## src/rtl/crc_pkg.sv

```systemverilog
// Shared types and the single-bit CRC step used by the serial CRC generator.
package crc_pkg;

  typedef enum logic [1:0] {IDLE, CALC, SHIFT} crc_state_t;

  localparam int CRC_MAX_W = 32;

  // Operands are zero-extended to CRC_MAX_W; the zero fill of >> keeps narrower CRCs exact.
  function automatic logic [CRC_MAX_W-1:0] crc_step(input logic [CRC_MAX_W-1:0] lfsr,
                                                    input logic                 din,
                                                    input logic [CRC_MAX_W-1:0] poly);
    logic fb;
    fb = lfsr[0] ^ din;
    return (lfsr >> 1) ^ (fb ? poly : '0);
  endfunction

endpackage

```

## src/rtl/crc_lfsr_core.sv

```systemverilog
// Right-shifting CRC register: DATA_W chained steps per enable, seed reload and plain shift-out.
module crc_lfsr_core
  import crc_pkg::*;
#(
  parameter int              WIDTH  = 8,
  parameter logic [WIDTH-1:0] POLY  = 8'hC4,
  parameter logic [WIDTH-1:0] SEED  = 8'hD8,
  parameter int              DATA_W = 1
) (
  input  logic              clk,
  input  logic              rst,
  input  logic              step_en,
  input  logic              load_seed,
  input  logic              shift_out,
  input  logic [DATA_W-1:0] data,
  output logic [WIDTH-1:0]  lfsr
);

  localparam logic [CRC_MAX_W-1:0] POLY_EXT = CRC_MAX_W'(POLY);

  logic [CRC_MAX_W-1:0] step_acc;

  always_comb begin
    step_acc = CRC_MAX_W'(lfsr);
    for (int i = 0; i < DATA_W; i++) begin
      step_acc = crc_step(step_acc, data[i], POLY_EXT);
    end
  end

  generate
    if (WIDTH < CRC_MAX_W) begin : g_hi
      logic unused_hi;
      assign unused_hi = ^step_acc[CRC_MAX_W-1:WIDTH];
    end
  endgenerate

  always_ff @(posedge clk) begin
    if (rst || load_seed) begin
      lfsr <= SEED;
    end else if (step_en) begin
      lfsr <= step_acc[WIDTH-1:0];
    end else if (shift_out) begin
      lfsr <= lfsr >> 1;
    end
  end

endmodule

```

## src/rtl/crc_serial_gen.sv

```systemverilog
// Serial CRC generator: folds message bits while ACTIVE, then emits the CRC LSB-first for WIDTH cycles.
module crc_serial_gen
  import crc_pkg::*;
#(
  parameter int               WIDTH   = 8,
  parameter logic [WIDTH-1:0] POLY    = 8'hC4,
  parameter logic [WIDTH-1:0] SEED    = 8'hD8,
  parameter int               DATA_W  = 1,
  parameter logic [WIDTH-1:0] XOR_OUT = 8'h00
) (
  input  logic              CLK,
  input  logic              RST,
  input  logic              ACTIVE,
  input  logic [DATA_W-1:0] DATA,
  output logic              CRC,
  output logic              Valid,
  output logic              BUSY,
  output logic              OVERRUN,
  output crc_state_t        state
);

  localparam int CW = $clog2(WIDTH + 1);
  localparam logic [CW-1:0] CNT_LAST = CW'(WIDTH);
  // Padded so the bit counter can index the output mask directly.
  localparam logic [(1 << CW)-1:0] XOR_EXT = (1 << CW)'(XOR_OUT);

  logic [CW-1:0]    cnt;
  logic [WIDTH-1:0] lfsr;
  logic             step_en;
  logic             load_seed;
  logic             shift_out;

  assign step_en   = ACTIVE && (state != SHIFT);
  assign load_seed = (state == SHIFT) && (cnt == CNT_LAST);
  assign shift_out = ((state == CALC) && !ACTIVE) || ((state == SHIFT) && (cnt != CNT_LAST));
  assign BUSY      = (state != IDLE);

  crc_lfsr_core #(
    .WIDTH (WIDTH),
    .POLY  (POLY),
    .SEED  (SEED),
    .DATA_W(DATA_W)
  ) u_core (
    .clk      (CLK),
    .rst      (RST),
    .step_en  (step_en),
    .load_seed(load_seed),
    .shift_out(shift_out),
    .data     (DATA),
    .lfsr     (lfsr)
  );

  always_ff @(posedge CLK) begin
    if (RST) begin
      state   <= IDLE;
      cnt     <= '0;
      CRC     <= 1'b0;
      Valid   <= 1'b0;
      OVERRUN <= 1'b0;
    end else begin
      case (state)
        IDLE: begin
          if (ACTIVE) state <= CALC;
        end
        CALC: begin
          if (!ACTIVE) begin
            state <= SHIFT;
            CRC   <= lfsr[0] ^ XOR_EXT[0];
            Valid <= 1'b1;
            cnt   <= CW'(1);
          end
        end
        SHIFT: begin
          if (ACTIVE) OVERRUN <= 1'b1;
          if (cnt == CNT_LAST) begin
            state <= IDLE;
            CRC   <= 1'b0;
            Valid <= 1'b0;
            cnt   <= '0;
          end else begin
            CRC <= lfsr[0] ^ XOR_EXT[cnt];
            cnt <= cnt + 1'b1;
          end
        end
        default: state <= IDLE;
      endcase
    end
  end

endmodule
```

## config.mk

```make
export PLATFORM = sky130hd
export DESIGN_NAME = crc_serial_gen
export DESIGN_NICKNAME = d
export VERILOG_FILES = /design/src/rtl/crc_pkg.sv /design/src/rtl/crc_lfsr_core.sv /design/src/rtl/crc_serial_gen.sv
export SDC_FILE = /design/constraint.sdc
export NUM_CORES = 1
export LEC_CHECK = 0
export ABC_AREA = 1
export CAP_MARGIN = 40
export CORE_UTILIZATION = 52
export DETAILED_ROUTE_END_ITERATION = 8
export PLACE_DENSITY = 0.81
export SLEW_MARGIN = 20
export SYNTH_ARGS = -nofsm -noshare
export SYNTH_HDL_FRONTEND = slang
export SYNTH_SLANG_ARGS = --single-unit
```

## constraint.sdc

```tcl
create_clock -name CLK -period 1.4 [get_ports CLK]
set_input_delay 0.28 -clock CLK [delete_from_list [all_inputs] [get_ports CLK]]
set_output_delay 0.28 -clock CLK [all_outputs]
set_load 0.01 [all_outputs]
```

==> Word-level counts from Yosys, hierarchy flattened <==
Memory sizes are Yosys's and may differ from the RTL's. A register that Yosys moved wholly into a read port is not among the register bits.
Index checks and enable logic that the tools add are counted.
{ "classes": {"n_lt_le_gt_ge": 1, "bitwise_logic": 3, "addsub": 1, "n_mux": 19, "n_eq_ne": 8, "reduce_logical": 15} }
{ "ops": {"columns": ["operator", "n"], "rows": [
  ["8-bit 2-to-1 mux", 3],
  ["4-bit 2-to-1 mux", 4],
  ["4-bit case mux with 2 select lines", 1],
  ["7-bit by 8-bit XOR with 8-bit output", 1],
  ["2-bit 2-to-1 mux", 3],
  ["2-bit != test, second input constant", 3],
  ["2-bit case mux with 3 select lines", 1],
  ["3-bit AND reduction", 2],
  ["2-bit nonzero test", 3],
  ["4-bit by 5-bit < comparator with 1-bit output, second input constant", 1],
  ["1-bit 2-to-1 mux", 5],
  ["4-bit by 1-bit adder with 4-bit output, second input constant", 1],
  ["4-bit == test, second input constant", 1],
  ["1-bit logical AND", 4],
  ["4-bit != test, second input constant", 1],
  ["1-bit case mux with 2 select lines", 2],
  ["2-bit AND reduction", 2],
  ["2-bit by 1-bit == test with 1-bit output, second input constant", 1],
  ["2-bit == test, second input constant", 1],
  ["2-bit logical NOT", 1],
  ["1-bit logical OR", 2],
  ["2-bit by 1-bit != test with 1-bit output, second input constant", 1],
  ["1-bit XOR", 2],
  ["1-bit logical NOT", 1]
]} }
{ "word_totals": {"wordCells": 54, "out_inout_bits": 6, "inputBits": 4, "mem_count": 1, "romBits": 16, "ff_bits": 17} }
{ "mem_list": {"columns": ["memory", "depth", "word_bits", "rd", "rd_clocked_by_memory_dff", "wr", "line", "text"], "rows": [
  ["(name not given)", 16, 1, 1, 1, 0, "crc_serial_gen.sv:81", "CRC <= lfsr[0] ^ XOR_EXT[cnt];"]
]} }

==> Longest topological paths before layout <==
Gate-level depths: netlist of run 1.
{ "depth": {"ltp_word": 5, "ltp_mapped": 9, "mapped_depth_nobuf": 9} }

==> By module <==
A second synthesis of run 1 with hierarchy kept.
{ "hier_totals": {"cells_unflattened": 108, "hier_area_um2": 812.0} }
{ "by_module_without_submodules": {"columns": ["module", "area_per_inst_um2", "seq_area_each_um2", "cells_per_inst", "n_inst"], "rows": [
  ["crc_serial_gen", 449.2, 180.2, 58, 1],
  ["crc_lfsr_core", 362.8, 160.2, 50, 1]
]} }

==> Least setup slack after synthesis of run 1 <==
Ideal clock, no wire load.
{ "synth_timing": {"path_type": "register to register", "startpoint": "register cnt[0]", "endpoint": "register u_core.lfsr[2]", "path_buffers": 0, "required_time_ns": 1.289, "arrival_time_ns": 1.085, "stages_incl_launch_ff": 9, "period_less_slack_ns": 1.195, "path_slack_ns": 0.205, "setup_time_ns": 0.111, "cell_sequence": "dfxtp_1 -> inv_1 -> ha_1 -> nand3_1 -> nand2_2 -> nand3_4 -> inv_6 -> nor2_2 -> nor2_1"} }
{ "synth_via": {"elab_chain_cells": 4, "word_cells_on_any_way": 7, "classes_between": "eq/ne: 2; reduce/logical: 5"} }
{ "synth_rtl": {"columns": ["item", "line", "text"], "rows": [
  ["start: declaration", "crc_serial_gen.sv:27", "logic [CW-1:0] cnt;"],
  ["start signal: assignment", "crc_serial_gen.sv:82", "cnt <= cnt + 1'b1;"],
  ["4-bit != test", "crc_serial_gen.sv:35", "assign shift_out = ((state == CALC) && !ACTIVE) || ((state == SHIFT) && (cnt != CNT_LAST));"],
  ["1-bit logical AND", "crc_serial_gen.sv:35", null],
  ["1-bit logical OR", "crc_serial_gen.sv:35", null],
  ["2-bit nonzero test (no source line)", null, null],
  ["end signal: assignment", "crc_lfsr_core.sv:41", "lfsr <= step_acc[WIDTH-1:0];"],
  ["end signal: assignment", "crc_lfsr_core.sv:43", "lfsr <= lfsr >> 1;"],
  ["end: declaration", "crc_lfsr_core.sv:16", "output logic [WIDTH-1:0] lfsr"]
]} }
Several ways; a longest one is shown, not always the timed one.
A chain may end at the register's enable or synchronous reset.

==> Final worst setup path of run 1 <==
{ "layout_timing": {"startpoint": "register state[1]", "endpoint": "output BUSY"} }
{ "layout_via": {"elab_chain_cells": 1} }
{ "layout_rtl": {"columns": ["item", "line", "text"], "rows": [
  ["start: declaration", "crc_serial_gen.sv:19", "output crc_state_t state"],
  ["start signal: assignment", "crc_serial_gen.sv:55", "state <= IDLE;"],
  ["start signal: assignment", "crc_serial_gen.sv:63", "if (ACTIVE) state <= CALC;"],
  ["start signal: assignment", "crc_serial_gen.sv:67", "state <= SHIFT;"],
  ["2-bit nonzero test", "crc_serial_gen.sv:36", "assign BUSY = (state != IDLE);"],
  ["end: declaration", "crc_serial_gen.sv:17", "output logic BUSY,"]
]} }
No other way between the ends.

==> summary.md, run 1 <==
| Metric | Value |
|---|---|
| Status | `finished, final reports clean` |
| Number of hold buffers added after cts | `0` |
| Peak Freq | `0.741 GHz` |
| Cell Pwr Density | `1020 nW/um^2` |
| Syn_area_per_cell | `6.97 um^2` |
| RD Place Congestion | `0.776` |
| Register area share after synthesis | `42.4%` |
| Slew HR | `83.7%` |
| Routed wire length | `1470 um` |
| Critical path type | `flip-flop to output pin` |
| Met3 track demand over resource | `3.80%` |
| First-pass iteration count of the detailed router | `2` |
| NumNets Final | `139` |
| Ys Warns | `0` |
| Die ar. | `1700 um^2` |
| Crit. End Element | `output pin` |
| Post-synth design cell area | `802 um^2` |
| Met1 Usage GRT | `26.1%` |
| Root buffer cell | `clkbuf_4` |
| Syn_nets | `121` |
| # placed instances | `143` |
| GRT overflow | `0` |
| M2 GR Usage | `31.3%` |
| Layout cells sized above 1 | `17.4%` |
| Die Height | `41.3 um` |
| CTS clock-pin slew for the worst setup and hold paths | `0.10 ns` |
| Clock Path Buffers | `2` |
| Busiest grt layer | `met2` |
| Peak supply drop | `0.000936 V` |
| Via/cell ratio | `4.91` |
| Final period utilization | `96.3%` |
| Vias in the first global route | `557` |
| Antenna violations before repair | `0` |
| Synth Register Bits | `17` |
| Total of max-cap violations | `0` |
| Vias | `722` |
| Slew @ Worst Pin | `0.244 ns` |
| Crit path DAT | `1.07 ns` |
| Clk_lat worst skew | `0.29 ns` |
| Cts bufs inserted | `3` |
| Filler cell count | `125` |
| Final cell count without fillers | `147` |
| Final worst clock skew | `0.000777 ns` |
| Hpwl dp | `1120 um` |
| Final Slew Violations | `0` |
| Final setup vio count | `0` |
| Die X | `41.3 um` |
| Total GRT Usage | `21.1%` |
| Antenna Nets Post-Route | `0` |
| Largest net degree at the start of global routing | `11` |
| Post-route minimum period | `1.35 ns` |
| I/O Buffers | `9` |
| # H-tree levels | `1` |
| Area growth from synthesis to layout | `21.1%` |
| Commonest non-fill, non-tap cell in the layout | `nand2_1` |
| RSZ-0062 raised after global routing | `no` |
| Final hold vios | `0` |
| Core area | `1370 um^2` |
| # clock sinks | `17` |
| CTS tree | `done` |
| Post-synth cell types | `21` |
| Initial core utilization | `58.7%` |
| Setup TNS | `0 ns` |
| Worst-path fanout max | `5` |
| Post-DR wirelength/cell | `9.98 um` |
| Register area | `347 um^2` |
| Detailed Route Iter0 Violations | `8` |
| Leak pwr | `0.506 nW` |
| Top Ports | `10` |
| CP Launch Type | `flip-flop` |
| Most frequent cells in the layout | `nand2_1, inv_1, dfxtp_1, nor2_1, nand3_1` |
| Hold/Removal Path Class | `flip-flop to flip-flop` |
| First-pass GRT wire length | `2230 um` |
| Ant. Diodes | `0` |
| Rows | `13` |
| Multi-input gate area | `382 um^2` |
| Mapped Cells | `115` |
| DR DRC count | `0` |
| Critical Path RT | `1.12 ns` |
==> critical path, stage by stage, from the launching register on <==
cell	delay, ns
dfxtp_4	0.37
inv_2	0.08
nand2_1	0.05
dlygate4sd2_1	0.28
==> path summary, 6_finish.rpt <==
| kind | slack [ns] | cells past startpoint | endpoint | start |
|---|---|---|---|---|
| setup / recovery | 0.05 | 3 | BUSY | state[1] |
| hold / removal | 0.46 | 1 | state[0] | state[1] |
| setup reg to reg | 0.13 | 7 | u_core.lfsr[3] | cnt[0] |
| hold reg to reg | 0.46 | 1 | state[0] | state[1] |
==> layout make-up <==
cell class              instances  share of cell area (%)
clock buffers                   3                    2.32
clock inverters                 1                   0.515
inverters                      19                    7.86
multi-input cells              78                    39.3
flip-flops and latches         17                    35.7
well taps                      15                    1.93
repair buffers                 14                    12.4
==> cell usage after synthesis <==
library cell  number  area [um^2]
a21oi_1            4         20.0
clkbuf_1           1         3.75
dfxtp_1           17          340
ha_1               2         25.0
inv_1             16         60.1
inv_2              2         7.51
inv_6              1         8.76
nand2_1           35          131
nand2_2            1         6.26
nand3_1           10         50.1
nand3_2            1         10.0
nand3_4            1         17.5
nand4_1            2         12.5
nor2_1            14         52.6
nor2_2             2         12.5
nor2_4             1         11.3
nor3_1             1         5.00
o21a_1             1         7.51
o21ai_0            1         5.00
o21ai_2            1         8.76
or2_2              1         6.26
==> repair_timing <==
item                                    4_1_cts  5_1_grt
endpoints found under the setup margin        6        2
buffers inserted                              0        0
resized for setup                             9        1
==> metal layers <==
metal / up-vias / share of wire (%)
met4: 0 / 3.1
li1: 390 / -
met1: 316 / 50
met3: 4 / 3.7
met5: - / 0
met2: 12 / 43
==> cells by family (layout without fill, tap and decap cells) <==
logic type	Yosys count	after routing	share of synthesized area (%)
DFF	17	17	42.4
AOI/OAI and AO/OA	7	7	5.15
and+or+nand+nor	69	69	39.3
buffers and inverters	20	37	9.98
adders and majority gates	2	2	3.12
==> through the flow <==
stage                     power (mW)  worst slack (ns)  utilization [%]  hold WS (ns)  cell area (um^2)
after floorplan                0.676             0.205                -         0.429               802
after global placement         0.737           -0.0521             69.1         0.446               945
after detailed placement       0.746            -0.159             69.1         0.458               945
after CTS                       1.00            0.0360             71.0         0.466               970
after global routing            1.04        0.00000999             71.1         0.479               971
final                          0.989            0.0511             71.1         0.464               971
==> report_power, final <==
| group | internal (mW) | total, mW | switching (mW) |
|---|---|---|---|
| clock | 0.106 | 0.263 | 0.156 |
| combinational | 0.0777 | 0.183 | 0.105 |
| sequential | 0.520 | 0.543 | 0.0232 |
==> registers in the layout, summed over array words and instances (netlist names) <==
name / cells
u_core.lfsr: 8
OVERRUN: 1
cnt: 4
CRC: 1
state: 2
Valid: 1
Power figures use the tool's default switching activity.
==> inputs of run 2 (changes only) <==
--- a/config.mk
+++ b/config.mk
@@ -9,7 +9,7 @@
 export CAP_MARGIN = 40
 export CORE_UTILIZATION = 52
 export DETAILED_ROUTE_END_ITERATION = 8
-export PLACE_DENSITY = 0.81
+export PLACE_DENSITY_LB_ADDON = 0.05
 export SLEW_MARGIN = 20
 export SYNTH_ARGS = -nofsm -noshare
 export SYNTH_HDL_FRONTEND = slang
==> run 2 against run 1 <==
Net effect: non-clock buffer count is 2 higher; power is 1.1% higher; register-to-register slack worse by 0.02 ns; die area stayed put; clock skew is 0.0045 ns higher.
==> summary.md, run 2 (synthesized netlist as in run 1, its figures left out) <==
| Metric | Value |
|---|---|
| Status | `finished, final reports clean` |
| Total of max-cap violations | `0 (unchanged)` |
| Rows | `13 (unchanged)` |
| Final worst clock skew | `0.00526 ns (+0.00448 ns)` |
| Initial core utilization | `58.7% (unchanged)` |
| Vias in the first global route | `571 (+2.5%)` |
| Crit path DAT | `1.05 ns (-0.02 ns)` |
| CTS tree | `done` |
| Cell Chain, Critical Path | `inv_2 -> nand2_1 -> dlygate4sd2_1` |
| Leak pwr | `0.515 nW (+1.9%)` |
| Largest net degree at the start of global routing | `11 (unchanged)` |
| Final setup vio count | `0 (unchanged)` |
| DR DRC count | `0 (unchanged)` |
| Hpwl dp | `1150 um (+2.3%)` |
| Antenna violations before repair | `0 (unchanged)` |
| Root buffer cell | `clkbuf_4` |
| Top Registers | `u_core.lfsr x8, cnt x4, state x2` |
| # H-tree levels | `1 (unchanged)` |
| NumNets Final | `141 (+1.4%)` |
| Layout Utilization | `71.9% (+0.82 points)` |
| Post-CTS sizing | `8 (-1)` |
| First-pass GRT wire length | `2210 um (-0.63%)` |
| Design area | `982 um^2 (+1.2%)` |
| Post-CTS setup buffer count | `0 (unchanged)` |
| Critical Path RT | `1.12 ns (about the same)` |
| Commonest non-fill, non-tap cell in the layout | `nand2_1` |
| CP max-delay cell | `dfxtp_2` |
| Routed wire length | `1500 um (+2.3%)` |
| Slew HR | `83.1% (-0.59 points)` |
| Final hold vios | `0 (unchanged)` |
| Ant. Diodes | `0 (unchanged)` |
| Placed instance area | `960 um^2 (+1.6%)` |
| Peak supply drop | `0.000529 V (-43%)` |
| Antenna Nets Post-Route | `0 (unchanged)` |
| Layout cells sized above 1 | `17.9% (+0.49 points)` |
| Place WS | `-0.0930 ns (+0.0658 ns)` |
| Core area | `1370 um^2 (unchanged)` |
| Crit. End Element | `output pin` |
| First-pass iteration count of the detailed router | `4 (+2)` |
| Final setup margin | `0.0733 ns (+0.0221 ns)` |
| Most flop-heavy register | `u_core.lfsr` |
| Die ar. | `1700 um^2 (unchanged)` |
| Die Height | `41.3 um (unchanged)` |
| Cell Pwr Density | `1020 nW/um^2 (about the same)` |
| # clock sinks | `17 (unchanged)` |
| Worst-path fanout max | `3 (-2)` |
| Die X | `41.3 um (unchanged)` |
| Slowest cell delay on critical path | `0.35 ns (-0.02 ns)` |
| Most frequent cells in the layout | `nand2_1, inv_1, dfxtp_1` |
| RSZ-0062 raised after global routing | `no` |
| Peak Freq | `0.754 GHz (+1.7%)` |
| Critical path type | `flip-flop to output pin` |
| CTS clock-pin slew for the worst setup and hold paths | `0.10 ns (about the same)` |
| Cts bufs inserted | `3 (unchanged)` |
| Number of hold buffers added after cts | `0 (unchanged)` |
| Top Ports | `10 (unchanged)` |
| Area growth from synthesis to layout | `22.5%` |
| Clk_lat worst skew | `0.29 ns (about the same)` |
| Tot Pwr | `1.00 mW (+1.1%)` |
| Via/cell ratio | `4.89 (-0.52%)` |
| Slew @ Worst Pin | `0.253 ns (+0.00875 ns)` |
| I/O Buffers | `9 (unchanged)` |
| Clock Path Buffers | `2 (unchanged)` |
| Hold/Removal Path Class | `flip-flop to flip-flop` |
| Total GRT Usage | `21.0% (-0.15 points)` |
| Post-DR wirelength/cell | `10.1 um (+0.94%)` |
| Final period utilization | `94.8% (-1.6 points)` |
| Post-route minimum period | `1.33 ns (-0.0221 ns)` |
| Detailed Route Iter0 Violations | `9 (+1)` |
| GRT overflow | `0 (unchanged)` |
| Number of flip-flops under the largest register name | `8 (unchanged)` |
| RD Place Congestion | `0.709 (-8.6%)` |
| Final Slew Violations | `0 (unchanged)` |
| Vias | `728 (+0.83%)` |
| Filler cell count | `116 (-7.2%)` |
| CP Launch Type | `flip-flop` |
==> run 2: changes by cell type in the layout (fill, tap and decap cells not counted), sizes merged <==
cell  delta
buf      +2
==> run 2: worst paths after layout <==
kind	start	endpoint	slack, ns	depth (start not counted)
worst min register to register	Valid	Valid	0.48	2
worst max-delay path	state[1]	BUSY	0.07	3
worst max register to register	cnt[1]	u_core.lfsr[4]	0.11	8
worst min-delay path	Valid	Valid	0.48	2
==> run 2: area by class of cell <==
cell class,instances,area [um^2],area share [%]
flip-flops and latches,17,343,34.9
multi-input cells,78,382,38.9
inverters,19,76.3,7.77
repair buffers,16,135,13.8
well taps,15,18.8,1.91
clock inverters,1,5.00,0.510
clock buffers,3,22.5,2.29
==> run 2: worst max-delay path: cells and delay by family, from the launching register on <==
| kind | cells | cell delay (ns) |
|---|---|---|
| simple gates | 1 | 0.05 |
| flops | 1 | 0.35 |
| buf+inv | 2 | 0.35 |
==> run 2: report_power, final <==
part | total [mW] | internal (mW) | leakage [nW] | switching (mW)
clock | 0.268 | 0.106 | 0.0177 | 0.162
combinational | 0.189 | 0.0819 | 0.357 | 0.107
sequential | 0.543 | 0.521 | 0.141 | 0.0218
==> run 2: layer usage <==
| layer | GRT usage, % | wire length, um | vias up |
|---|---|---|---|
| li1 | - | - | 393 |
| met1 | 25.7 | 774 | 319 |
| met2 | 33.2 | 642 | 11 |
| met3 | 4.89 | 45 | 5 |
| met4 | 12.1 | 38 | 0 |
| met5 | 0 | 0 | - |
==> run 2: metrics by stage <==
| step | std cells | TNS (ns) | hold slack, ns |
|---|---|---|---|
| 4_1_cts | 149 | 0 | 0.486 |
| 6_report | 149 | 0 | 0.484 |
| 5_1_grt | 149 | 0 | 0.507 |
| 2_1_floorplan | 115 | 0 | 0.429 |
| 3_5_place_dp | 145 | -0.882 | 0.458 |
| 3_3_place_gp | 145 | -0.277 | 0.447 |
==> inputs of run 3 (changes only) <==
--- a/config.mk
+++ b/config.mk
@@ -5,9 +5,8 @@
 export SDC_FILE = /design/constraint.sdc
 export NUM_CORES = 1
 export LEC_CHECK = 0
-export ABC_AREA = 1
 export CAP_MARGIN = 40
-export CORE_UTILIZATION = 52
+export CORE_UTILIZATION = 51
 export DETAILED_ROUTE_END_ITERATION = 8
 export PLACE_DENSITY_LB_ADDON = 0.05
 export SLEW_MARGIN = 20
==> run 3 against run 2 <==
Net effect: the flow now finishes with violations (negative setup slack); sequential share of layout area is 5.7 points lower; sequential power hardly changed; final cell count is 11% lower; sequential cell count stayed put; routed wire length is 40% higher; register-to-register slack worse by 0.28 ns; critical path depth is 5 higher; die area is 2.4% lower; area after synthesis is 4.4% lower; clock-buffer cell count stayed put; highest routed layer is now met3.
==> summary.md, run 3 <==
| Metric | Value |
|---|---|
| Status | `finished with violations` |
| Failing checks | `negative setup slack` |
| Die Height | `40.8 um (-1.2%)` |
| Number of flip-flops under the largest register name | `8 (unchanged)` |
| I/O Buffers | `9 (unchanged)` |
| Hpwl dp | `1270 um (+11%)` |
| Register area | `348 um^2 (+1.5%)` |
| Top Ports | `10 (unchanged)` |
| Most used DFF post-synth | `dfxtp_1` |
| Antenna Nets Post-Route | `0 (unchanged)` |
| Commonest non-fill, non-tap cell in the layout | `buf_4` |
| Slew @ Worst Pin | `0.356 ns (+0.103 ns)` |
| Die ar. | `1660 um^2 (-2.4%)` |
| Leak pwr | `0.505 nW (-2.1%)` |
| Cts bufs inserted | `3 (unchanged)` |
| Crit. End Element | `flip-flop` |
| Mapped Cells | `84 (-27%)` |
| Core area | `1350 um^2 (-1.2%)` |
| Syn_area_per_cell | `9.13 um^2 (+31%)` |
| Crit path DAT | `1.77 ns (+0.72 ns)` |
| Area growth from synthesis to layout | `55.5%` |
| Cell Pwr Density | `893 nW/um^2 (-12%)` |
| Total of max-cap violations | `0 (unchanged)` |
| Critical Path RT | `1.60 ns (+0.48 ns)` |
| Final Slew Violations | `0 (unchanged)` |
| Total GRT Usage | `26.5% (+5.5 points)` |
| First-pass iteration count of the detailed router | `4 (unchanged)` |
| Detailed Route Iter0 Violations | `35 (+26)` |
| Commonest cells post-synth | `dfxtp_1, nor2_1, a21oi_1` |
| Via/cell ratio | `5.71 (+17%)` |
| Vias in the first global route | `714 (+25%)` |
| Peak supply drop | `0.000636 V (+20%)` |
| Hold_ws | `0.493 ns (+0.00933 ns)` |
| Design area | `1190 um^2 (+21%)` |
| Post-synth design cell area | `767 um^2 (-4.4%)` |
| Ant. Diodes | `0 (unchanged)` |
| Final worst clock skew | `0.0102 ns (+0.00497 ns)` |
| First-pass GRT wire length | `2880 um (+30%)` |
| Layout Utilization | `88.3% (+16 points)` |
| Synth Register Bits | `17 (unchanged)` |
| Post-synth EDFFs | `0 (unchanged)` |
| Syn_nets | `90 (-26%)` |
| CP Launch Type | `flip-flop` |
| Most common cell in the netlist | `dfxtp_1` |
| RSZ-0062 raised after global routing | `yes` |
| RD Place Congestion | `0.851 (+20%)` |
| Peak Freq | `0.637 GHz (-15%)` |
| Final setup margin | `-0.169 ns (-0.243 ns)` |
| Multi-input gate area | `484 um^2 (+27%)` |
| Final hold vios | `0 (unchanged)` |
| Most flop-heavy register | `u_core.lfsr` |
| Worst-path fanout max | `6 (+3)` |
| Post-route minimum period | `1.57 ns (+0.243 ns)` |
| Final setup vio count | `11 (+11)` |
| Ys Warns | `0 (unchanged)` |
| Most frequent cells in the layout | `buf_4, dfxtp_1, nor2_1` |
| Die X | `40.8 um (-1.2%)` |
| Critical path type | `flip-flop to flip-flop` |
| Post-synth cell types | `29 (+38%)` |
| Asr flop ratio synth | `0% (unchanged)` |
| Clk_lat worst skew | `0.30 ns (about the same)` |
| Final period utilization | `112% (+17 points)` |
| DR DRC count | `0 (unchanged)` |
| CTS tree | `done` |
| Routed wire length | `2100 um (+40%)` |
| Number of hold buffers added after cts | `0 (unchanged)` |
| Post-synth top area share | `44.4% (+1.9 points)` |
| GRT overflow | `0 (unchanged)` |
| CTS clock-pin slew for the worst setup and hold paths | `0.11 ns (about the same)` |
| Rows | `13 (unchanged)` |
| Initial core utilization | `56.8% (-1.9 points)` |
| NumNets Final | `124 (-12%)` |
| # clock sinks | `17 (unchanged)` |
| Hold/Removal Path Class | `flip-flop to flip-flop` |
| Root buffer cell | `clkbuf_4` |
| Largest net degree at the start of global routing | `11 (unchanged)` |
| # H-tree levels | `1 (unchanged)` |
| Top Registers | `u_core.lfsr x8, cnt x4, state x2` |
| Antenna violations before repair | `0 (unchanged)` |
| Vias | `754 (+3.6%)` |
| Post-DR wirelength/cell | `15.9 um (+58%)` |
| Register area share after synthesis | `44.4% (+1.9 points)` |
| Layout cells sized above 1 | `43.6% (+26 points)` |
| Post-synth top area cell | `dfxtp_1` |
| Clock Path Buffers | `2 (unchanged)` |
| Slew HR | `76.2% (-6.9 points)` |
| Filler cell count | `75 (-35%)` |
| Synth top area cells | `dfxtp_1, mux2i_1, nor2_1` |
| Placed instance area | `990 um^2 (+3.1%)` |
-- run 3: cells by family after synthesis --
family	Yosys count	synth area share (%)
DFF	17	44.4
muxes	6	7.83
adders and majority gates	2	3.26
and+or+nand+nor	31	20.6
buffers and inverters	6	3.10
AOI/OAI and AO/OA	19	17.5
xor gates and xnor gates	3	3.43
-- run 3: path summary, 6_finish.rpt --
| kind | startpoint | end | slack, ns | depth (start not counted) |
|---|---|---|---|---|
| worst max-delay path | cnt[0] | cnt[0] | -0.17 | 8 |
| worst min register to register | OVERRUN | OVERRUN | 0.49 | 2 |
| worst max register to register | cnt[0] | cnt[0] | -0.17 | 8 |
| worst min-delay path | OVERRUN | OVERRUN | 0.49 | 2 |
-- run 3: area by class of cell --
cell class                 count  area share [%]
timing repair buffer          31            25.1
inverter                       4            1.26
clock buffer                   3            1.89
clock inverter                 1           0.420
multi-input combinational     61            40.6
sequential                    17            29.2
tap                           15            1.57
-- run 3: critical path, cell delays in order, from the launching register on --
cell      delay, ns
dfxtp_2        0.35
inv_2          0.06
ha_4           0.12
nand3b_1       0.18
buf_4          0.20
buf_6          0.11
o21bai_4       0.24
buf_4          0.16
a211oi_2       0.03
-- run 3: metrics by stage --
stage / cells / TNS (ns) / setup slack, ns / power (mW)
after CTS: 130 / -0.895 / -0.118 / 1.04
after global placement: 122 / -2.64 / -0.278 / 0.720
after floorplan: 84 / 0 / 0.000252 / 0.647
after detailed placement: 122 / -3.19 / -0.334 / 0.728
final: 132 / -1.32 / -0.169 / 1.06
after global routing: 132 / -2.00 / -0.215 / 1.11
-- run 3: layer usage --
layer	wire length, um	GRT usage [%]	part of all wire, %
met2	1000	46.1	48
met5	0	0	0
met3	57	6.52	2.7
met1	1040	31.1	49
met4	0	9.17	0
-- run 3: power by group --
| part | total, mW | internal [mW] | switching, mW |
|---|---|---|---|
| combinational | 0.245 | 0.133 | 0.112 |
| clock | 0.276 | 0.106 | 0.170 |
| sequential | 0.543 | 0.516 | 0.0267 |
| total | 1.06 | 0.756 | 0.309 |
-- run 3: what timing repair did --
item | CTS | global route
buffers inserted | 3 | 3
gates cloned | 1 | 0
gates resized for setup | 26 | 17
pin swaps | 5 | 7
setup endpoints to repair | 19 | 15
